**src/rtl/ntt_polyvec_sched.sv**
```systemverilog
// Round-robin scheduler that shares one NTT_wrapper among N_REQ polyvec requesters.
// Optional watchdog abort of a stalled NTT is compiled in with NTT_SCHED_WDT_EN.
//
// state   | meaning
// S_IDLE  | no job; arbitrate pending requests
// S_ISSUE | run pulse to NTT for poly idx (suppressed for an empty job)
// S_WAIT  | waiting for the NTT done pulse
// S_WB    | result writeback strobe for poly idx
// S_DONE  | completion pulse to the granted requester
module ntt_polyvec_sched #(
  parameter int N_REQ      = 3,
  parameter int K          = 3,
  parameter int IDX_W      = $clog2(K),
  parameter int WDT_CYCLES = 4096
) (
  input  logic                       clk_i,
  input  logic                       rst_i,
  input  logic [N_REQ-1:0]           req_i,
  input  logic [2*N_REQ-1:0]         req_mode_i,
  input  logic [(IDX_W+1)*N_REQ-1:0] req_len_i,
  output logic [N_REQ-1:0]           gnt_o,
  output logic                       busy_o,
  output logic                       ntt_run_o,
  output logic [1:0]                 ntt_mode_o,
  output logic [IDX_W-1:0]           ntt_idx_o,
  input  logic                       ntt_done_i,
  output logic                       res_we_o,
  output logic [IDX_W-1:0]           res_idx_o,
  output logic [N_REQ-1:0]           job_done_o,
  output logic                       err_o
);

  localparam int LEN_W = IDX_W + 1;
  localparam int PTR_W = (N_REQ > 1) ? $clog2(N_REQ) : 1;
  localparam logic [PTR_W:0]   N_REQ_P  = (PTR_W+1)'(N_REQ);
  localparam logic [PTR_W-1:0] LAST_REQ = PTR_W'(N_REQ - 1);
  localparam logic [LEN_W-1:0] K_LEN    = LEN_W'(K);

  typedef enum logic [2:0] {
    S_IDLE,
    S_ISSUE,
    S_WAIT,
    S_WB,
    S_DONE
  } state_t;

  state_t            state_q;
  logic [PTR_W-1:0]  ptr_q;
  logic [PTR_W-1:0]  gnt_idx_q;
  logic [N_REQ-1:0]  gnt_q;
  logic [1:0]        mode_q;
  logic [LEN_W-1:0]  len_q;
  logic [IDX_W-1:0]  idx_q;
  logic              run_q;
  logic              we_q;
  logic [N_REQ-1:0]  jd_q;

  logic [N_REQ-1:0]  req_rot;
  logic              pick_vld;
  logic [PTR_W-1:0]  pick_off;
  logic [PTR_W:0]    win_sum;
  logic [PTR_W-1:0]  win_idx;
  logic [1:0]        win_mode;
  logic [LEN_W-1:0]  win_len_raw;
  logic [LEN_W-1:0]  win_len;
  logic              last_poly;
  logic [PTR_W-1:0]  ptr_next;

  // Rotate requests so bit 0 is the requester at the rr pointer; lowest set bit wins.
  assign req_rot = N_REQ'({req_i, req_i} >> ptr_q);

  always_comb begin
    pick_vld = 1'b0;
    pick_off = '0;
    for (int i = N_REQ - 1; i >= 0; i--) begin
      if (req_rot[i]) begin
        pick_vld = 1'b1;
        pick_off = PTR_W'(i);
      end
    end
  end

  assign win_sum = {1'b0, ptr_q} + {1'b0, pick_off};
  assign win_idx = (win_sum >= N_REQ_P) ? PTR_W'(win_sum - N_REQ_P) : PTR_W'(win_sum);

  always_comb begin
    win_mode    = '0;
    win_len_raw = '0;
    for (int i = 0; i < N_REQ; i++) begin
      if (win_idx == PTR_W'(i)) begin
        win_mode    = req_mode_i[2*i +: 2];
        win_len_raw = req_len_i[LEN_W*i +: LEN_W];
      end
    end
  end

  assign win_len   = (win_len_raw > K_LEN) ? K_LEN : win_len_raw;
  assign last_poly = ({1'b0, idx_q} == (len_q - LEN_W'(1)));
  assign ptr_next  = (gnt_idx_q == LAST_REQ) ? '0 : gnt_idx_q + PTR_W'(1);

`ifdef NTT_SCHED_WDT_EN
  localparam int WDT_W = $clog2(WDT_CYCLES + 1);
  localparam logic [WDT_W-1:0] WDT_LAST = WDT_W'(WDT_CYCLES - 1);

  logic [WDT_W-1:0] wdt_q;
  logic             err_q;

  assign err_o = err_q;
`else
  assign err_o = 1'b0;
`endif

  always_ff @(posedge clk_i or posedge rst_i) begin
    if (rst_i) begin
      state_q   <= S_IDLE;
      ptr_q     <= '0;
      gnt_idx_q <= '0;
      gnt_q     <= '0;
      mode_q    <= '0;
      len_q     <= '0;
      idx_q     <= '0;
      run_q     <= 1'b0;
      we_q      <= 1'b0;
      jd_q      <= '0;
`ifdef NTT_SCHED_WDT_EN
      wdt_q     <= '0;
      err_q     <= 1'b0;
`endif
    end else begin
      run_q <= 1'b0;
      we_q  <= 1'b0;
      jd_q  <= '0;
`ifdef NTT_SCHED_WDT_EN
      err_q <= 1'b0;
`endif
      case (state_q)
        S_IDLE: begin
          if (pick_vld) begin
            gnt_q     <= N_REQ'(1) << win_idx;
            gnt_idx_q <= win_idx;
            mode_q    <= win_mode;
            len_q     <= win_len;
            idx_q     <= '0;
            run_q     <= (win_len != '0);
            state_q   <= S_ISSUE;
          end
        end
        S_ISSUE: begin
          // An empty job passes through ISSUE without a run pulse.
          if (len_q == '0) begin
            jd_q    <= gnt_q;
            state_q <= S_DONE;
          end else begin
            state_q <= S_WAIT;
`ifdef NTT_SCHED_WDT_EN
            wdt_q   <= '0;
`endif
          end
        end
        S_WAIT: begin
          if (ntt_done_i) begin
            we_q    <= 1'b1;
            state_q <= S_WB;
`ifdef NTT_SCHED_WDT_EN
          end else if (wdt_q == WDT_LAST) begin
            jd_q    <= gnt_q;
            err_q   <= 1'b1;
            state_q <= S_DONE;
          end else begin
            wdt_q   <= wdt_q + WDT_W'(1);
`endif
          end
        end
        S_WB: begin
          if (last_poly) begin
            jd_q    <= gnt_q;
            state_q <= S_DONE;
          end else begin
            idx_q   <= idx_q + IDX_W'(1);
            run_q   <= 1'b1;
            state_q <= S_ISSUE;
          end
        end
        S_DONE: begin
          gnt_q   <= '0;
          ptr_q   <= ptr_next;
          state_q <= S_IDLE;
        end
        default: state_q <= S_IDLE;
      endcase
    end
  end

  assign gnt_o      = gnt_q;
  assign busy_o     = (state_q != S_IDLE);
  assign ntt_run_o  = run_q;
  assign ntt_mode_o = mode_q;
  assign ntt_idx_o  = idx_q;
  assign res_we_o   = we_q;
  assign res_idx_o  = idx_q;
  assign job_done_o = jd_q;

endmodule
```
**config.mk**
```make
export PLATFORM = sky130hd
export DESIGN_NAME = ntt_polyvec_sched
export DESIGN_NICKNAME = d
export VERILOG_FILES = /design/src/rtl/ntt_polyvec_sched.sv
export SDC_FILE = /design/constraint.sdc
export NUM_CORES = 1
export LEC_CHECK = 0
export ABC_AREA = 1
export CORE_UTILIZATION = 38
export DETAILED_ROUTE_END_ITERATION = 10
export DONT_BUFFER_PORTS = 1
export PLACE_DENSITY = 0.52
export SLEW_MARGIN = 20
export SYNTH_ARGS = -nofsm -noshare
export SYNTH_HDL_FRONTEND = slang
export SYNTH_SLANG_ARGS = --single-unit
```
**constraint.sdc**
```tcl
create_clock -name clk_i -period 4.7 [get_ports clk_i]
set_clock_uncertainty 0.15 [all_clocks]
set_input_delay 0.47 -clock clk_i [delete_from_list [all_inputs] [get_ports clk_i]]
set_output_delay 0.47 -clock clk_i [all_outputs]
set_load 0.01 [all_outputs]
```
**Word-level counts from Yosys, hierarchy flattened**

Index checks and enable logic that the tools add are counted.

- Mux-type cells: 33
- Shift operators: 2
- Equality and inequality tests: 11
- Reduce and logical (&&, ||, !) cells: 11
- Add/sub/neg operators: 5
- Order comparisons: 2

Operator list:

| operator | number |
|---|---|
| 2-to-1 mux 3 bit | 11 |
| 2-to-1 mux 2 bit | 10 |
| one-hot mux 3 bit (2 select lines) | 2 |
| one-hot mux 3 bit (4 select lines) | 1 |
| 2-to-1 mux 1 bit | 7 |
| equality test 3 x 2 -> 1 bit, second input constant | 2 |
| zero test 3 bit | 2 |
| inequality test 2 bit, second input constant | 3 |
| AND reduction 2 bit | 3 |
| nonzero test 3 bit | 2 |
| >> shifter 6 x 2 -> 3 bit | 1 |
| adder 2 x 1 -> 2 bit, second input constant | 2 |
| equality test 2 bit, second input constant | 2 |
| one-hot mux 2 bit (2 select lines) | 1 |
| nonzero test 2 bit | 2 |
| adder 2 x 2 -> 3 bit | 1 |
| equality test 2 x 3 -> 1 bit | 1 |
| equality test 3 x 1 -> 1 bit, second input constant | 1 |
| equality test 3 bit, second input constant | 1 |
| >= comparator 3 x 2 -> 1 bit, second input constant | 1 |
| > comparator 3 x 2 -> 1 bit, second input constant | 1 |
| AND reduction 3 bit | 1 |
| << shifter 1 x 2 -> 3 bit, first input constant | 1 |
| subtractor 3 x 1 -> 3 bit, second input constant | 1 |
| 4 further kinds | 4 |

- Output and inout port bits: 16
- Input port bits: 21
- Register bits after elaboration: 22
- Logic and storage cells: 74

**Logic depth before layout (Yosys ltp)**

Gate-level depths: netlist of the first run.

- Depth after elaboration: 16
- Gate-level depth with buffers: 21

**Worst setup path after synthesis of the first run**

No wires, ideal clock.

- Path type: in2reg
- From: input port req_i[1]
- To: register run_q, in the netlist ntt_run_o
- Required time: 4,426 ps
- Data arrival time: 2,697 ps
- Slack: 1,728 ps
- Stages on the path: 19
- Path buffers: 1
- Path through: inv_1 -> nand2_1 -> o21ai_1 -> nand2_1 -> a22oi_1 -> ha_1 -> inv_1 -> fa_1 -> inv_1 -> ha_1 -> inv_1 -> nand3_2 -> nand2_4 -> buf_6 -> nor3_2 -> nor2_1 -> nand2_1 -> nand2_1 -> nand3_1

- Cells in the longest elaborated chain, start to end: 16
- Elaborated cells between the ends (all ways): 22

RTL lines:

| item | RTL line | source |
|---|---|---|
| start, declared | 18 | `input logic [N_REQ-1:0] req_i,` |
| >> shifter 6 x 2 -> 3 bit * | 70 | `assign req_rot = N_REQ'({req_i, req_i} >> ptr_q);` |
| 2-to-1 mux 2 bit (3 in series) | 76 | `if (req_rot[i]) begin` |
| adder 2 x 2 -> 3 bit | 83 | `assign win_sum = {1'b0, ptr_q} + {1'b0, pick_off};` |
| >= comparator 3 x 2 -> 1 bit / subtractor 2 bit (equally long branches) | 84 | `assign win_idx = (win_sum >= N_REQ_P) ? PTR_W'(win_sum - N_REQ_P) : PTR_W'(win_sum);` |
| 2-to-1 mux 2 bit | 84 |  |
| zero test 2 bit | 90 | `if (win_idx == PTR_W'(i)) begin` |
| 2-to-1 mux 3 bit (3 in series) | 90 |  |
| > comparator 3 x 2 -> 1 bit | 97 | `assign win_len = (win_len_raw > K_LEN) ? K_LEN : win_len_raw;` |
| 2-to-1 mux 3 bit | 97 |  |
| nonzero test 3 bit | 144 | `run_q <= (win_len != '0);` |
| 2-to-1 mux 1 bit * | 138 | `if (pick_vld) begin` |
| one-hot mux 1 bit (2 select lines) * | 136 | `case (state_q)` |
| end signal, assigned | 144 |  |
| end, declared | 54 | `logic run_q;` |

Mark *: on every way between the ends. The rest lies on a longest branch, timed or not.
A chain may end at the register's enable or synchronous reset.

**Final worst setup path of the first run**

- From: register ptr_q[0]
- To: register run_q, in the netlist ntt_run_o

- Cells in the longest elaborated chain, start to end: 16
- Elaborated cells between the ends (all ways): 22

RTL lines:

| item | RTL line | source |
|---|---|---|
| start, declared | 48 | `logic [PTR_W-1:0] ptr_q;` |
| start signal, assigned | 186 | `ptr_q <= ptr_next;` |
| >> shifter 6 x 2 -> 3 bit | 70 |  |
| 2-to-1 mux 2 bit (3 in series) | 76 |  |
| adder 2 x 2 -> 3 bit | 83 |  |
| >= comparator 3 x 2 -> 1 bit / subtractor 2 bit (equally long branches) | 84 |  |
| 2-to-1 mux 2 bit | 84 |  |
| zero test 2 bit | 90 |  |
| 2-to-1 mux 3 bit (3 in series) | 90 |  |
| > comparator 3 x 2 -> 1 bit | 97 |  |
| 2-to-1 mux 3 bit | 97 |  |
| nonzero test 3 bit | 144 |  |
| 2-to-1 mux 1 bit * | 138 |  |
| one-hot mux 1 bit (2 select lines) * | 136 |  |

Marked as above.

==> flow_summary.ini, run 1 <==
[outcome]
status = complete, no violations

[synth]
synthMuxAreaShare = 0
synth.top_cells.by_count = nand2_1 (31), inv_1 (26), dfrtp_1 (22), nand3_1 (17), nor2_1 (10)
synthAdderAreaFrac = 0.0519
synth_edf_count = 0
synth-compound-area-share = 0.0981
ys_types = 32
synth_top_family_by_area = simple AND/OR/NAND/NOR gates
synthFlopType = dfrtp_1
yosysMostFrequentCell = nand2_1
synth_area_sq_um = 1350
ys_warn_count = 0
yosys.area_share.simple = 0.295
synthCells = 169
ys_top_cells_by_area = dfrtp_1 (41%), nand2_1 (8.6%), inv_1 (7.2%)
seq_area_frac_synth = 0.407
ys_seq_elements = 22
synth_nets = 195
yosys.area.top_type_share = 0.407
synth_area_leader_cell = dfrtp_1
synthArstFlopShare = 1.00
synth-xor-area-share = 0.0259
avgSynthCellArea_sq_um = 8.00

[floorplan]
start_util = 0.402
die_area_sq_um = 3800
fp-row-count = 21
die_h_um = 61.6
io_pins = 37
die_w_um = 61.6
core_area_sq_um = 3360

[route]
dr.pass1.iters = 4
ant_nets = 0
wl_met3_um = 152
drc_errors = 0
routedWlPerCell_um = 12.2
wl_met1_mm = 1.17
routed-wl-met2_mm = 1.27
drt-initial-drc-count = 46
wirelength_mm = 2.61
via_per_inst = 4.92
highest_layer = met4
vias = 1052

[global_route]
grt_pass1_vias = 1030
grtUsageTotal = 0.157
grt_pass1_wl_mm = 4.32
antenna_found_initial = 0
grt_max_degree = 23
overflow = 0

[sta]
slew_viol_final = 0
slew_headroom = 0.450
fin_hold_ws_ps = 54.7
setup_viol = 0
tns_ps = 0
rsz0062_at_grt = false
tightest_slew_ps = 824
hold_viol_final = 0
period_share = 0.719
max_clock_freq_mhz = 296
fin_crit_ps = 3380

[critical_path]
critPathKind = reg -> reg
worst-endpoint-required_ps = 4740
crit_arrival_ps = 3420
worst_setup_path_end_kind = flip-flop
crit_fanout = 11
rrSetupSlack_ps = 1320
start_kind = flip-flop

[clocking]
insertion_delay_ps = 300
cts_resized = 0
root_buffer = clkbuf_4
holdBufCountCts = 0
cts.sinks = 22
cts_max_path_buffers = 2
cts_tree = yes
postCtsSetupBuffers = 0
htree_levels = 1
numCtsBuffers = 3
clk_pin_slew_ps = 120

[place]
io_buffers = 0
hpwl_mm = 2.05
gp_congestion = 0.698

[final_layout]
multiInputGateArea_sq_um = 641
drive_gt1_frac = 0.143
fillers = 367
fin_nets = 195
antennaDiodeCount = 0
syn_to_final_growth_pct = 3.61
ff_latch_area_sq_um = 551

[worst_hold_path]
min_path_type = in -> async

[flow_run]
maxCapViolations = 0
==> worst max-delay path, stage by stage, from the launching register on <==
cell and delay [ps]:
dfrtp_1 480, o21ai_1 350, nand2_1 90, a22oi_1 180, ha_1 170, inv_1 40, fa_1 550, inv_1 60
ha_1 200, inv_1 120, nand4_1 90, nand2_1 340, nor3_2 80, nor2_1 150, nand2_1 70, nand2_1 70
nand3_1 70
==> final cells by class <==
type,count,area share
clock buffer,4,0.0259
sequential,22,0.393
inverter,30,0.0822
multi-input combinational,112,0.458
tap,46,0.0411
==> layout by cell type (no fill, tap or decap), types with 2 or more instances in the layout <==
master    instances
nand2_1          31
inv_1            26
dfrtp_1          22
nand3_1          17
nor2_1           10
o21ai_1           8
o21ai_0           6
nor3_1            4
ha_1              4
inv_2             3
nand3_2           3
nand2_2           3
xnor2_1           3
nor3_2            3
clkbuf_4          3
nand2_4           2
nand4_1           2
o21ai_2           2
or2_2             2
a21oi_1           2
==> through the flow <==
stage | cells | util | instance area, sq um | setup slack [ps]
after floorplan | 169 | - | 1350 | 1730
final | 214 | 0.416 | 1400 | 1320
after CTS | 214 | 0.416 | 1400 | 1290
after detailed placement | 210 | 0.406 | 1360 | 1330
after global routing | 214 | 0.416 | 1400 | 939
after global placement | 210 | 0.406 | 1360 | 1490
==> metal layers <==
metal | up-vias | GRT usage
li1 | 540 | -
met1 | 480 | 0.189
met2 | 30 | 0.278
met3 | 2 | 0.0483
met4 | 0 | 0.0286
met5 | - | 0
==> state kept, by name (all words and copies together), names as in the netlist <==
register / cells
gnt_idx_q: 2
gnt_o: 3
job_done_o: 3
len_q: 3
ntt_idx_o: 2
ntt_mode_o: 2
ntt_run_o: 1
ptr_q: 2
res_we_o: 1
state_q: 3
==> worst paths after layout <==
kind | start | end | cells past startpoint
max | ptr_q[0] | ntt_run_o | 16
min | rst_i | gnt_idx_q[0] | 1
max reg2reg | ptr_q[0] | ntt_run_o | 16
min reg2reg | gnt_idx_q[1] | ptr_q[0] | 1
max in group asynchronous | rst_i | ntt_run_o | 1
min in group clk_i | ntt_done_i | res_we_o | 2
==> cell families (layout without fill, tap and decap cells) <==
| kind of cell | Yosys count | count (layout) |
|---|---|---|
| buffers and inverters | 35 | 34 |
| and+or+nand+nor | 79 | 79 |
| adders and majority gates | 5 | 5 |
| DFF | 22 | 22 |
| other | 1 | 1 |
| AOI/OAI and AO/OA | 23 | 23 |
| xor gates and xnor gates | 4 | 4 |
Power of run 1 is not shown: default switching activity piles up to over one toggle a cycle in this logic, so the estimate is an artifact.
==> run 2, diff against run 1 <==
==> constraint.sdc (replaced) <==
create_clock -name clk_i -period 3.3 [get_ports clk_i]
set_clock_uncertainty 0.15 [all_clocks]
set_input_delay 0.33 -clock clk_i [delete_from_list [all_inputs] [get_ports clk_i]]
set_output_delay 0.33 -clock clk_i [all_outputs]
set_load 0.01 [all_outputs]
==> flow_summary.ini, run 2 (synthesis results as in run 1) <==
[outcome]
status = complete, no violations

[critical_path]
start_kind = flip-flop
worst-endpoint-required_ps = 3350
worstPathCellList = nand2_1 -> o21ai_4 -> nand2_1 -> a22oi_2 -> ha_2 -> inv_1 -> fa_1 -> inv_1 -> ha_2 -> inv_4 -> nand3_4 -> nand2_4 -> nand2_8 -> nand3_1 -> nand2_1 -> nor2_2 -> nand2_1 -> nand2_2 -> nand3_1
critPathLaunch = ptr_q[0]
worst_path_most_repeated_cell = nand2_1
critPathCapture = ntt_run_o
crit_fanout = 16
worst_setup_path_end_kind = flip-flop
rrSetupSlack_ps = 230
worstRegToRegCells = 19
slowest_delay_ps = 500
crit_arrival_ps = 3120
rr_startpoint = ptr_q[0]
r2r_end = ntt_run_o
critPathKind = reg -> reg
crit_path_top_delay_cell = fa_1

[sta]
tns_ps = 0
setup_viol = 0
hold_viol_final = 0
fin_hold_ws_ps = 42.0
tightest_slew_ps = 834
slew_headroom = 0.443
rsz0062_at_grt = false
period_share = 0.930
fin_crit_ps = 3070
slew_viol_final = 0
max_clock_freq_mhz = 326

[floorplan]
die_h_um = 61.6
start_util = 0.402
core_area_sq_um = 3360
io_pins = 37
die_area_sq_um = 3800
die_w_um = 61.6
fp-row-count = 21

[clocking]
numCtsBuffers = 3
cts_max_path_buffers = 2
root_buffer = clkbuf_4
insertion_delay_ps = 310
cts.sinks = 22
cts_tree = yes
clk_pin_slew_ps = 130
htree_levels = 1

[route]
drc_errors = 0
drt-initial-drc-count = 67
via_per_inst = 4.98
vias = 1095
dr.pass1.iters = 4
routedWlPerCell_um = 12.6
wirelength_mm = 2.77
ant_nets = 0

[final_layout]
fin_nets = 201
final_common_cell = nand2_1
antennaDiodeCount = 0
layout_common_cells = nand2_1 (28), inv_1 (25), dfrtp_1 (21)
fin_util = 0.460
drive_gt1_frac = 0.224
syn_to_final_growth_pct = 14.4
fin_cells = 220

[global_route]
grt_pass1_vias = 1066
grtUsageTotal = 0.165
overflow = 0
grt_pass1_wl_mm = 4.57
grt_max_degree = 23
antenna_found_initial = 0

[place]
gp_congestion = 0.757
io_buffers = 0
dp.cells = 213
hpwl_mm = 2.06

[worst_hold_path]
min_path_type = in -> reg
hold_start = req_mode_i[4]

[flow_run]
maxCapViolations = 0
==> run 2: worst min-delay path by stage <==
stage                                to  slack, ps  cells after the start
final                     ntt_mode_o[0]         40                      2
after global routing      ntt_mode_o[0]         20                      2
after CTS                 ntt_mode_o[1]         30                      2
after detailed placement       gnt_o[1]        290                      1
after global placement         gnt_o[2]        280                      1
after floorplan            gnt_idx_q[0]        170                      1
==> run 2: routing by layer <==
| metal | GRT usage | share of wire | up-vias |
|---|---|---|---|
| met5 | 0 | 0 | - |
| met4 | 0.0444 | 0.0061 | 0 |
| met3 | 0.0588 | 0.061 | 2 |
| met2 | 0.278 | 0.49 | 38 |
| met1 | 0.198 | 0.45 | 505 |
| li1 | - | - | 550 |
==> run 2: metrics by stage <==
stage	setup WS, ps	instance area (sq um)
floorplan	350	1350
global placement	199	1390
detailed placement	112	1390
CTS	69.7	1460
global route	7.12	1550
finish	230	1550
==> run 2: layout make-up <==
| class | instances | area, sq um |
|---|---|---|
| fill | 361 | 1820 |
| multi-input combinational | 112 | 717 |
| sequential | 22 | 552 |
| inverter | 30 | 118 |
| tap | 46 | 57.6 |
| timing repair buffer | 6 | 50.0 |
| clock inverter | 1 | 30.0 |
| clock buffer | 3 | 22.5 |
==> run 2: critical path: cells and delay by family, from the launching register on <==
kind | cells | cell delay, ps
adders and majority gates | 3 | 870
and+or+nand+nor | 11 | 1010
DFF | 1 | 490
buffers and inverters | 3 | 170
AOI/OAI and AO/OA | 2 | 250
==> run 2: timing repair <==
item,in CTS,in global routing
hold buffers,2,0
resized for setup,0,19
setup buffers,0,1
setup endpoints to repair,0,6
hold endpoints to repair,23,0
Power of run 2 is left out for the same reason.
==> run 3, diff against run 2 <==
--- a/config.mk
+++ b/config.mk
@@ -9,7 +9,7 @@
 export CORE_UTILIZATION = 38
 export DETAILED_ROUTE_END_ITERATION = 10
 export DONT_BUFFER_PORTS = 1
-export PLACE_DENSITY = 0.52
+export PLACE_DENSITY = 0.58
 export SLEW_MARGIN = 20
 export SYNTH_ARGS = -nofsm -noshare
 export SYNTH_HDL_FRONTEND = slang
==> constraint.sdc (replaced) <==
create_clock -name clk_i -period 3.3 [get_ports clk_i]
set_clock_uncertainty 0.15 [all_clocks]
set_input_delay 0.33 -clock clk_i [delete_from_list [all_inputs] [get_ports clk_i]]
set_output_delay 0.33 -clock clk_i [all_outputs]
set_load 0.05 [all_outputs]
==> flow_summary.ini, run 3 (synthesis results as in run 1) <==
[outcome]
status = complete, no violations

[sta]
fin_hold_ws_ps = 52.9
slew_viol_final = 0
slew_headroom = 0.321
hold_viol_final = 0
max_clock_freq_mhz = 321
tightest_slew_ps = 1020
period_share = 0.943
fin_crit_ps = 3110
fin_ws_ps = 189
setup_viol = 0

[clocking]
insertion_delay_ps = 300
htree_levels = 1
cts_max_path_buffers = 2
cts_tree = yes
cts.sinks = 22
root_buffer = clkbuf_4
numCtsBuffers = 3
clk_pin_slew_ps = 130

[global_route]
grtUsageTotal = 0.156
grt_pass1_wl_mm = 4.33
antenna_found_initial = 0
grt_pass1_vias = 1043
overflow = 0
grt_max_degree = 23

[floorplan]
die_area_sq_um = 3800
die_w_um = 61.6
core_area_sq_um = 3360
start_util = 0.402
io_pins = 37
die_h_um = 61.6
fp-row-count = 21

[final_layout]
fillers = 361
layout_common_cells = nand2_1 (28), inv_1 (25), dfrtp_1 (21)
multiInputGateArea_sq_um = 699
antennaDiodeCount = 0
drive_gt1_frac = 0.227
stdcell_area_sq_um = 1540
ff_latch_area_sq_um = 552
fin_cells = 222
syn_to_final_growth_pct = 14.3
fin_nets = 203
final_common_cell = nand2_1

[route]
dr.pass1.iters = 4
drc_errors = 0
via_per_inst = 4.92
wirelength_mm = 2.74
ant_nets = 0
routedWlPerCell_um = 12.4
drt-initial-drc-count = 13
vias = 1092

[place]
placed_area_sq_um = 1390
dp.cells = 213
place_ws_ps = 110
gp_congestion = 0.729
hpwl_mm = 2.11
io_buffers = 0

[critical_path]
crit_fanout = 8
start_kind = flip-flop
critPathKind = reg -> reg
crit_arrival_ps = 3160
worstRegToRegCells = 18
rrSetupSlack_ps = 190
worst_setup_path_end_kind = flip-flop
rr_startpoint = ptr_q[0]
worst-endpoint-required_ps = 3350
r2r_end = ntt_run_o

[flow_run]
maxCapViolations = 0

[worst_hold_path]
min_path_type = in -> reg
hold_start = req_mode_i[4]
holdPathEnd = ntt_mode_o[0]
hold_depth = 2
## run 3: worst max-delay path by stage
stage,startpoint,endpoint,slack [ps]
final,ptr_q[0],ntt_run_o,190
after global routing,ptr_q[0],ntt_run_o,-60
after CTS,ptr_q[0],ntt_run_o,80
after detailed placement,ptr_q[0],ntt_run_o,110
after global placement,ptr_q[0],ntt_run_o,220
after floorplan,ptr_q[0],ntt_run_o,350
## run 3: worst max-delay path, stage by stage, from the launching register on
cell     delay (ps)
dfrtp_2         500
o21ai_4         210
nand2_1          70
a22oi_1         160
ha_1            170
inv_1            50
fa_2            620
inv_1            60
ha_2            190
inv_4            80
nand3_4         100
nand2_2          80
nand2_2          80
nand3_1          90
nand2_1          70
nor2_2           90
nand2_1          60
nand2_1          80
nand3_1          80
## run 3: area by class of cell
class	instances	area share
multi-input cells	112	0.453
flip-flops and latches	22	0.357
inverters	30	0.0762
repair buffers	8	0.0421
well taps	46	0.0373
clock inverters	1	0.0194
clock buffers	3	0.0146
## run 3: repair_timing
item	CTS	global route
hold buffers	2	0
setup endpoints to repair	0	6
hold endpoints to repair	23	0
resized for setup	0	16
setup buffers	0	3
## run 3: per-layer routing
layer / part of all wire / GRT usage
met1: 0.43 / 0.179
met2: 0.53 / 0.273
met3: 0.032 / 0.0336
met4: 0.015 / 0.0762
met5: 0 / 0
## run 3: stage by stage
step | setup TNS (ps) | util
2_1_floorplan | 0 | -
3_3_place_gp | 0 | 0.412
3_5_place_dp | 0 | 0.412
4_1_cts | 0 | 0.434
5_1_grt | -142 | 0.459
6_report | 0 | 0.459
Power of run 3 is left out for the same reason.
